File: src/rtl/j1_pkg.sv
// Shared J1 definitions: code RAM geometry and the program loader state encoding.
package j1_pkg;

  localparam int         CODE_AW   = 13;
  localparam int         CODE_W    = 16;
  localparam logic [7:0] SYNC_BYTE = 8'hA5;

  typedef enum logic [2:0] {
    ST_HUNT   = 3'd0,
    ST_CNT_HI = 3'd1,
    ST_CNT_LO = 3'd2,
    ST_DAT_HI = 3'd3,
    ST_DAT_LO = 3'd4,
    ST_CSUM   = 3'd5,
    ST_RUN    = 3'd6,
    ST_ERR    = 3'd7
  } loader_state_t;

endpackage

File: src/rtl/j1_loader.sv
// Boot loader: receives a framed, XOR-checksummed program image over a byte
// stream, writes it into J1 code RAM and holds the core in reset until done.
module j1_loader
  import j1_pkg::*;
#(
  parameter int         ADDR_W = CODE_AW,
  parameter int         WIDTH  = CODE_W,
  parameter logic [7:0] SYNC   = SYNC_BYTE
) (
  input  logic              clk,
  input  logic              resetq,
  input  logic [7:0]        rx_data,
  input  logic              rx_valid,
  output logic              rx_ready,
  input  logic              skip,
  input  logic              load_req,
  output logic              ld_we,
  output logic [ADDR_W-1:0] ld_addr,
  output logic [WIDTH-1:0]  ld_data,
  output logic              cpu_resetq,
  output logic              busy,
  output logic              err
);

  // Word index is one bit wider than the RAM address so a full RAM image fits.
  localparam int          IW    = ADDR_W + 1;
  localparam logic [16:0] MAX_N = 17'd1 << ADDR_W;

  loader_state_t     state_r, state_s;
  logic [7:0]        cnt_hi_r, hi_r, xor_r;
  logic [IW-1:0]     cnt_r, idx_r;
  logic              ld_we_r, cpu_resetq_r, err_r;
  logic [ADDR_W-1:0] ld_addr_r;
  logic [WIDTH-1:0]  ld_data_r;
  logic              xfer_s, is_sync_s, last_s;
  logic [15:0]       n_s;

  assign rx_ready  = (state_r != ST_RUN);
  assign busy      = (state_r inside {ST_CNT_HI, ST_CNT_LO, ST_DAT_HI, ST_DAT_LO, ST_CSUM});
  assign xfer_s    = rx_valid && rx_ready;
  assign is_sync_s = (rx_data == SYNC);
  assign n_s       = {cnt_hi_r, rx_data};
  assign last_s    = ((idx_r + IW'(1)) == cnt_r);

  assign ld_we      = ld_we_r;
  assign ld_addr    = ld_addr_r;
  assign ld_data    = ld_data_r;
  assign cpu_resetq = cpu_resetq_r;
  assign err        = err_r;

  // Next-state decode
  always_comb begin
    state_s = state_r;
    case (state_r)
      ST_HUNT: begin
        if (skip)                    state_s = ST_RUN;
        else if (xfer_s && is_sync_s) state_s = ST_CNT_HI;
        else                         state_s = state_r;
      end
      ST_CNT_HI: begin
        if (xfer_s) state_s = ST_CNT_LO;
        else        state_s = state_r;
      end
      ST_CNT_LO: begin
        if (!xfer_s)                   state_s = state_r;
        else if ({1'b0, n_s} > MAX_N)  state_s = ST_ERR;
        else if (n_s == 16'd0)         state_s = ST_CSUM;
        else                           state_s = ST_DAT_HI;
      end
      ST_DAT_HI: begin
        if (xfer_s) state_s = ST_DAT_LO;
        else        state_s = state_r;
      end
      ST_DAT_LO: begin
        if (!xfer_s)    state_s = state_r;
        else if (last_s) state_s = ST_CSUM;
        else            state_s = ST_DAT_HI;
      end
      ST_CSUM: begin
        if (!xfer_s)              state_s = state_r;
        else if (rx_data == xor_r) state_s = ST_RUN;
        else                      state_s = ST_ERR;
      end
      ST_RUN: begin
        if (load_req) state_s = ST_HUNT;
        else          state_s = state_r;
      end
      ST_ERR: begin
        if (xfer_s && is_sync_s) state_s = ST_CNT_HI;
        else                     state_s = state_r;
      end
      default: state_s = ST_HUNT;
    endcase
  end

  // State register
  always_ff @(posedge clk or negedge resetq) begin
    if (!resetq) state_r <= ST_HUNT;
    else         state_r <= state_s;
  end

  // Byte assembly, checksum, write port and status outputs
  always_ff @(posedge clk or negedge resetq) begin
    if (!resetq) begin
      cnt_hi_r     <= 8'd0;
      hi_r         <= 8'd0;
      xor_r        <= 8'd0;
      cnt_r        <= '0;
      idx_r        <= '0;
      ld_we_r      <= 1'b0;
      ld_addr_r    <= '0;
      ld_data_r    <= '0;
      cpu_resetq_r <= 1'b0;
      err_r        <= 1'b0;
    end else begin
      ld_we_r      <= 1'b0;
      cpu_resetq_r <= (state_s == ST_RUN);
      err_r        <= (state_s == ST_ERR);
      if (xfer_s) begin
        case (state_r)
          ST_HUNT, ST_ERR: begin
            if (is_sync_s) begin
              xor_r <= 8'd0;
              idx_r <= '0;
            end
          end
          ST_CNT_HI: begin
            cnt_hi_r <= rx_data;
            xor_r    <= xor_r ^ rx_data;
          end
          ST_CNT_LO: begin
            cnt_r <= n_s[IW-1:0];
            xor_r <= xor_r ^ rx_data;
          end
          ST_DAT_HI: begin
            hi_r  <= rx_data;
            xor_r <= xor_r ^ rx_data;
          end
          ST_DAT_LO: begin
            ld_we_r   <= 1'b1;
            ld_addr_r <= idx_r[ADDR_W-1:0];
            ld_data_r <= WIDTH'({hi_r, rx_data});
            idx_r     <= idx_r + IW'(1);
            xor_r     <= xor_r ^ rx_data;
          end
          default: ;
        endcase
      end
    end
  end

endmodule

File: config.mk
export PLATFORM = sky130hd
export DESIGN_NAME = j1_loader
export DESIGN_NICKNAME = d
export VERILOG_FILES = /design/src/rtl/j1_pkg.sv /design/src/rtl/j1_loader.sv
export SDC_FILE = /design/constraint.sdc
export NUM_CORES = 1
export LEC_CHECK = 0
export BUFFER_PORTS_ARGS = -buffer_cell sky130_fd_sc_hd__buf_2
export CORE_UTILIZATION = 40
export CTS_CLUSTER_SIZE = 24
export DETAILED_ROUTE_END_ITERATION = 8
export PLACE_DENSITY_LB_ADDON = 0.08
export SLEW_MARGIN = 25
export SYNTH_ARGS = -nofsm -noshare
export SYNTH_HDL_FRONTEND = slang
export SYNTH_SLANG_ARGS = --single-unit
export TNS_END_PERCENT = 20
File: constraint.sdc
create_clock -name clk -period 1.8 [get_ports clk]
set_input_delay 0.45 -clock clk [delete_from_list [all_inputs] [get_ports clk]]
set_output_delay 0.45 -clock clk [all_outputs]
set_load 0.005 [all_outputs]
==> results of run 1 <==
-- final timing paths --
| path | from | to | depth (start not counted) |
|---|---|---|---|
| worst max register to register | idx_r[1] | state_r[1] | 6 |
| worst min-delay path | resetq | ld_we | 2 |
| worst max-delay path | state_r[1] | busy | 3 |
| min in group clk | rx_data[0] | ld_data[0] | 3 |
| max in group asynchronous | resetq | state_r[1] | 2 |
| worst min register to register | hi_r[1] | ld_data[9] | 2 |
-- cell families (layout without fill, tap and decap cells) --
logic type / Yosys count / in the layout
fa+ha+maj: 1 / 1
simple gates: 168 / 168
compound gates: 74 / 74
buf+inv: 38 / 136
xor+xnor: 32 / 32
mux: 31 / 31
flops: 87 / 87
-- cell usage after synthesis, types with 2 or more instances --
library cell | instances | share of area
and4_1 | 2 | 0.0040
xnor2_1 | 17 | 0.034
nor3_1 | 3 | 0.0034
o21ai_1 | 10 | 0.011
buf_4 | 4 | 0.0069
xor2_1 | 15 | 0.030
nand3_1 | 7 | 0.0080
clkbuf_1 | 13 | 0.011
buf_1 | 6 | 0.0052
a21o_1 | 9 | 0.015
a22o_1 | 2 | 0.0040
inv_1 | 5 | 0.0043
or3_1 | 2 | 0.0029
o41ai_1 | 2 | 0.0040
nor4_4 | 2 | 0.0097
nor3_2 | 2 | 0.0046
dfrtp_1 | 87 | 0.50
nor3b_1 | 9 | 0.015
nor4_1 | 3 | 0.0043
mux2_2 | 30 | 0.077
and2_1 | 6 | 0.0086
nor2_1 | 14 | 0.012
nand2_1 | 99 | 0.085
buf_2 | 4 | 0.0046
a21oi_1 | 13 | 0.015
buf_6 | 4 | 0.010
nor2b_1 | 3 | 0.0043
o21ai_0 | 18 | 0.021
and3_1 | 4 | 0.0057
nand4_1 | 4 | 0.0057
o31ai_1 | 6 | 0.010
-- cell usage in the layout, fill, tap and decap left out, drive strengths merged, types with 8 or more instances in the layout --
cell type    n
dfrtp       87
xnor2       17
a21o         9
nor3b        9
xor2        15
mux2        30
nand3        9
a21oi       14
clkbuf       9
buf        115
nand2       99
o21ai       28
nor2        14
inv          8
-- per-stage QoR --
step | hold WS (ps) | std cells
2_1_floorplan | 154 | 431
3_3_place_gp | 444 | 643
3_5_place_dp | 456 | 643
4_1_cts | 120 | 665
5_1_grt | 149 | 665
6_report | 115 | 665
-- registers in the layout, indices dropped and copies added (netlist names) --
register and count:
cnt_hi_r 8, cnt_r 14, cpu_resetq 1, err 1, hi_r 8, idx_r 14, ld_addr 13, ld_data 16
ld_we 1, state_r 3, xor_r 8
-- repair_timing --
action,in CTS,in global routing
setup buffers,7,0
pin swaps,8,12
gates resized for setup,20,21
endpoints found under the setup margin,3,16
-- final cells by class --
type,instances,area [um2],area share
flip-flops and latches,87,2180,0.395
multi-input cells,306,2130,0.386
repair buffers,115,842,0.153
well taps,136,170,0.0308
clock buffers,9,124,0.0224
clock inverters,6,45.0,0.00816
inverters,6,27.5,0.00499
-- where the power goes --
part / switching, mW / total [mW] / internal, mW
combinational: 1.53 / 3.32 / 1.79
sequential: 0.533 / 3.18 / 2.65
clock: 0.747 / 1.25 / 0.506
-- layer usage --
layer / wire length [um] / vias up / track usage
met5: 0 / - / 0
met4: 182 / 0 / 0.0763
met3: 273 / 16 / 0.0270
met2: 5040 / 55 / 0.344
met1: 5060 / 1664 / 0.263
li1: - / 1655 / -
==> flow_summary_export.csv, run 1 <==
group,metric,value,unit
flow_run,drv_cap,0,
synth,ys_warn_count,0,
power,total_power,7.76,mW
synth,synth_xor_area_frac,0.0642,
sta,finalSetupViolCount,3,
final_layout,area_delta_synth_final,26.4,%
route,drc_errors,0,
placed_design,place_ws,-187,ps
synth,ys_ff_latch,87,
final_layout,layout-drive-gt1-share,0.376,
status,violations,"setup timing",
synth,synth.distinct_cells,57,
status,status,"finished with violations",
sta,max-slew-margin-rel,0.683,
sta,fin_ws,-53.3,ps
setup_path,critPathMaxStageDelay,410,ps
placed_design,placed_area,0.00513,mm2
synth,synthArstFlopShare,1.00,
grt,overflow,0,
setup_path,crit_arrival,1400,ps
final_layout,utilization,0.528,
clocking,clockRootBuffer,"clkbuf_8",
clocking,cts_tree,"yes",
route,routed_wl,10600,um
sta,fin_crit_sh,1.03,
setup_path,critical_path.top_delay_family,"simple AND/OR/NAND/NOR gates",
setup_path,cp-end-kind,"primary output",
sta,finalSetupTns,-91.9,ps
synth,synth_top_family_by_area,"simple AND/OR/NAND/NOR gates",
setup_path,rrSetupSlack,-30,ps
route,drtPass1Iterations,6,
synth,yosys.area_share.simple,0.196,
synth,synthFlopType,"dfrtp_1",
placed_design,place_congestion,0.793,
die,die_w,107,um
grt,antenna_found_initial,0,
placed_design,dp_hpwl,7430,um
synth,mappedNetlistArea,0.00437,mm2
grt,grt_pass1_wl,17600,um
clocking,clock_latency,370,ps
grt,grt_max_degree,88,
final_layout,fin_area,0.00552,mm2
hold_path,holdCritPathClass,"in2async",
setup_path,crit_buf_inv,1,
synth,syn_nets,445,
synth,synth_fa_ha_area_frac,0.00286,
setup_path,worst_setup_path_start_kind,"register",
sta,period_minus_slack,1850,ps
sta,maxSlewViolCount,0,
synth,synth-seq-area-share,0.498,
sta,clock.fmax,540,MHz
route,via_count,3390,
clocking,clkSlewWorstSetupHoldPaths,90,ps
synth,synth_edf_count,0,
clocking,clock_path_buffers,2,
power,peakVddDrop,0.586,mV
clocking,numCtsBuffers,9,
die,ioPinCount,47,
final_layout,nets,539,
route,drtIter0Drc,113,
route,wl_per_cell,15.9,um
final_layout,diodes,0,
sta,worst_pin_slew,476,ps
final_layout,fill_cells,998,
synth,synth_mux_area_frac,0.0796,
die,initial_core_util,0.417,
setup_path,slowest_stage,"dfrtp_2",
grt,grt_pass1_vias,3499,
die,core-area,0.0105,mm2
sta,hold_viol_final,0,
synth,syn_inst,431,
setup_path,crit_chain,"or3_4 -> and2_4 -> buf_6",
setup_path,required,1350,ps
synth,syn_avg_cell_area,10.1,um2
clocking,htreeDepth,3,
route,ant_nets,0,
setup_path,cp_max_fo,2,
placed_design,portBuffers,46,
route,vias_per_cell,5.10,
grt,track_usage,0.202,
die,die_height,107,um
sta,fin_skew,10.3,ps
die,num_rows,37,
die,dieArea,0.0113,mm2
power,powerDensity,1400,mW/mm2
synth,synth_compound_area_frac,0.113,
clocking,numClockSinks,87,
clocking,postCtsHoldBufs,0,
power,cellLeakagePower,2.72,nW
setup_path,critPathKind,"reg2out",
sta,rsz0062_at_grt,"yes",
Power figures use the tool's default switching activity.
==> run 2: changes to the inputs <==
clock period = 2.3 ns   (was 1.8 ns; I/O delays follow)
==> run 2 against run 1 <==
Effect of this change:
- the run now ends clean
- design area down 8.5%
- cell count down 5.9%
- routed wire length shrank 3.9%
- die area is the same
- non-clock buffer count fell by 40
- critical path type unchanged
- via count shrank 5.1%
- hold slack better by 23 ps
==> flow_summary_export.csv, run 2 (synthesis gave the netlist of run 1 again) <==
group,metric,value,unit
setup_path,crit_chain,"buf_4 -> or3_1 -> and2_1 -> buf_2",
final_layout,diodes,0,
die,ioPinCount,47,
die,die_height,107,um
power,comb_power_share,0.363,
route,drc_errors,0,
power,total_power,5.65,mW
final_layout,layout_common_cells,"99 x nand2_1, 87 x dfrtp_1, 45 x buf_2",
clocking,clockRootBuffer,"clkbuf_8",
setup_path,required,1730,ps
grt,antenna_found_initial,0,
route,ant_nets,0,
power,powerDensity,1120,mW/mm2
sta,max-slew-margin-rel,0.495,
placed_design,dp_hpwl,7120,um
placed_design,place_congestion,0.799,
clocking,numCtsBuffers,9,
final_layout,nets,499,
power,p_sw_frac,0.352,
power,power.switching,1.99,mW
power,power.share.clock,0.199,
status,status,"finished, final reports clean",
sta,hold_viol_final,0,
grt,grt_pass1_wl,16700,um
final_layout,area_delta_synth_final,15.7,%
grt,track_usage,0.193,
die,dieArea,0.0113,mm2
setup_path,critPathMaxStageDelay,400,ps
route,routed_wl,10100,um
sta,worst_pin_slew,757,ps
setup_path,crit_arrival,1610,ps
final_layout,utilization,0.483,
grt,grt_max_degree,32,
setup_path,cp_max_fo,12,
hold_path,holdCritPathClass,"in2async",
sta,fin_crit_sh,0.951,
grt,grt_pass1_vias,3113,
clocking,clkSlewWorstSetupHoldPaths,90,ps
final_layout,largest_register_ff_count,16,
die,initial_core_util,0.417,
clocking,numClockSinks,87,
setup_path,regToRegStartpoint,"idx_r[0]",
final_layout,final_common_cell,"nand2_1",
setup_path,startpoint,"state_r[0]",
die,num_rows,37,
clocking,post_cts_resized,0,
power,cellLeakagePower,2.44,nW
setup_path,cp-end-kind,"primary output",
power,seq_power_share,0.439,
clocking,postCtsHoldBufs,0,
clocking,cts_setup_buffers,0,
setup_path,slowest_stage,"or3_1",
clocking,cts_tree,"yes",
flow_run,drv_cap,0,
sta,fin_ws,113,ps
placed_design,place_ws,-16.1,ps
sta,period_minus_slack,2190,ps
power,p_int,3.66,mW
sta,maxSlewViolCount,0,
setup_path,worst_setup_path_start_kind,"register",
die,die_w,107,um
clocking,clock_latency,360,ps
grt,overflow,0,
final_layout,layout-drive-gt1-share,0.271,
power,peakVddDrop,0.466,mV
sta,finalSetupTns,0,ps
route,via_count,3218,
sta,fin_skew,9.97,ps
die,core-area,0.0105,mm2
route,vias_per_cell,5.14,
setup_path,critPathKind,"reg2out",
sta,rsz0062_at_grt,"no",
route,drtPass1Iterations,4,
clocking,htreeDepth,3,
clocking,clock_path_buffers,2,
route,drtIter0Drc,134,
sta,finalSetupViolCount,0,
sta,clock.fmax,457,MHz
placed_design,portBuffers,46,
route,wl_per_cell,16.2,um
==> run 2: changes by cell type in the layout (fill, tap and decap cells not counted), moves of 3 or more <==
cell / previous run / this run
xnor2_2: 5 / 0
nand2_2: 3 / 0
inv_6: 3 / 0
buf_6: 7 / 0
xnor2_1: 12 / 17
dfrtp_1: 84 / 87
nand2_1: 96 / 99
dfrtp_2: 3 / 0
buf_4: 59 / 27
==> run 2: cell type report <==
type | instances | area, um2
Clock inverter | 4 | 53.8
Sequential cell | 87 | 2180
Tap cell | 136 | 170
Timing Repair Buffer | 75 | 488
Multi-Input combinational cell | 306 | 1990
Fill cell | 1035 | 5410
Inverter | 6 | 22.5
Clock buffer | 12 | 155
==> run 2: path summary, 6_finish.rpt <==
kind / endpoint / slack (ps) / depth (start not counted)
worst min register to register: ld_addr[4] / 470 / 2
min in group clk: ld_addr[4] / 470 / 2
worst max register to register: state_r[1] / 250 / 6
max in group asynchronous: ld_data[4] / 1590 / 2
worst min-delay path: ld_addr[3] / 140 / 1
worst max-delay path: busy / 110 / 4
==> run 2: stage by stage <==
step           cell area, um2  std cells  hold slack [ps]
2_1_floorplan            4370        431              279
3_3_place_gp             4850        610              449
3_5_place_dp             4850        610              456
4_1_cts                  5050        626              127
5_1_grt                  5050        626              147
6_report                 5050        626              138
==> run 2: worst max-delay path, delay by kind of cell, from the launching register on <==
kind,cells,cell delay (ps)
simple gates,2,570
flops,1,390
buf+inv,2,300
==> run 2: power by group through the flow <==
stage	logic (mW)	clock network [mW]	registers, mW
finish	2.05	1.12	2.48
global route	2.28	1.21	2.56
CTS	2.07	1.17	2.48
detailed placement	2.06	0	2.50
global placement	2.04	0	2.49
floorplan	1.47	0	2.42
==> run 2: metal layers <==
metal / GRT usage / wire length [um] / part of all wire
met5: 0 / 0 / 0
met4: 0.0538 / 121 / 0.012
met3: 0.0429 / 299 / 0.029
met2: 0.297 / 4670 / 0.46
met1: 0.274 / 5060 / 0.50
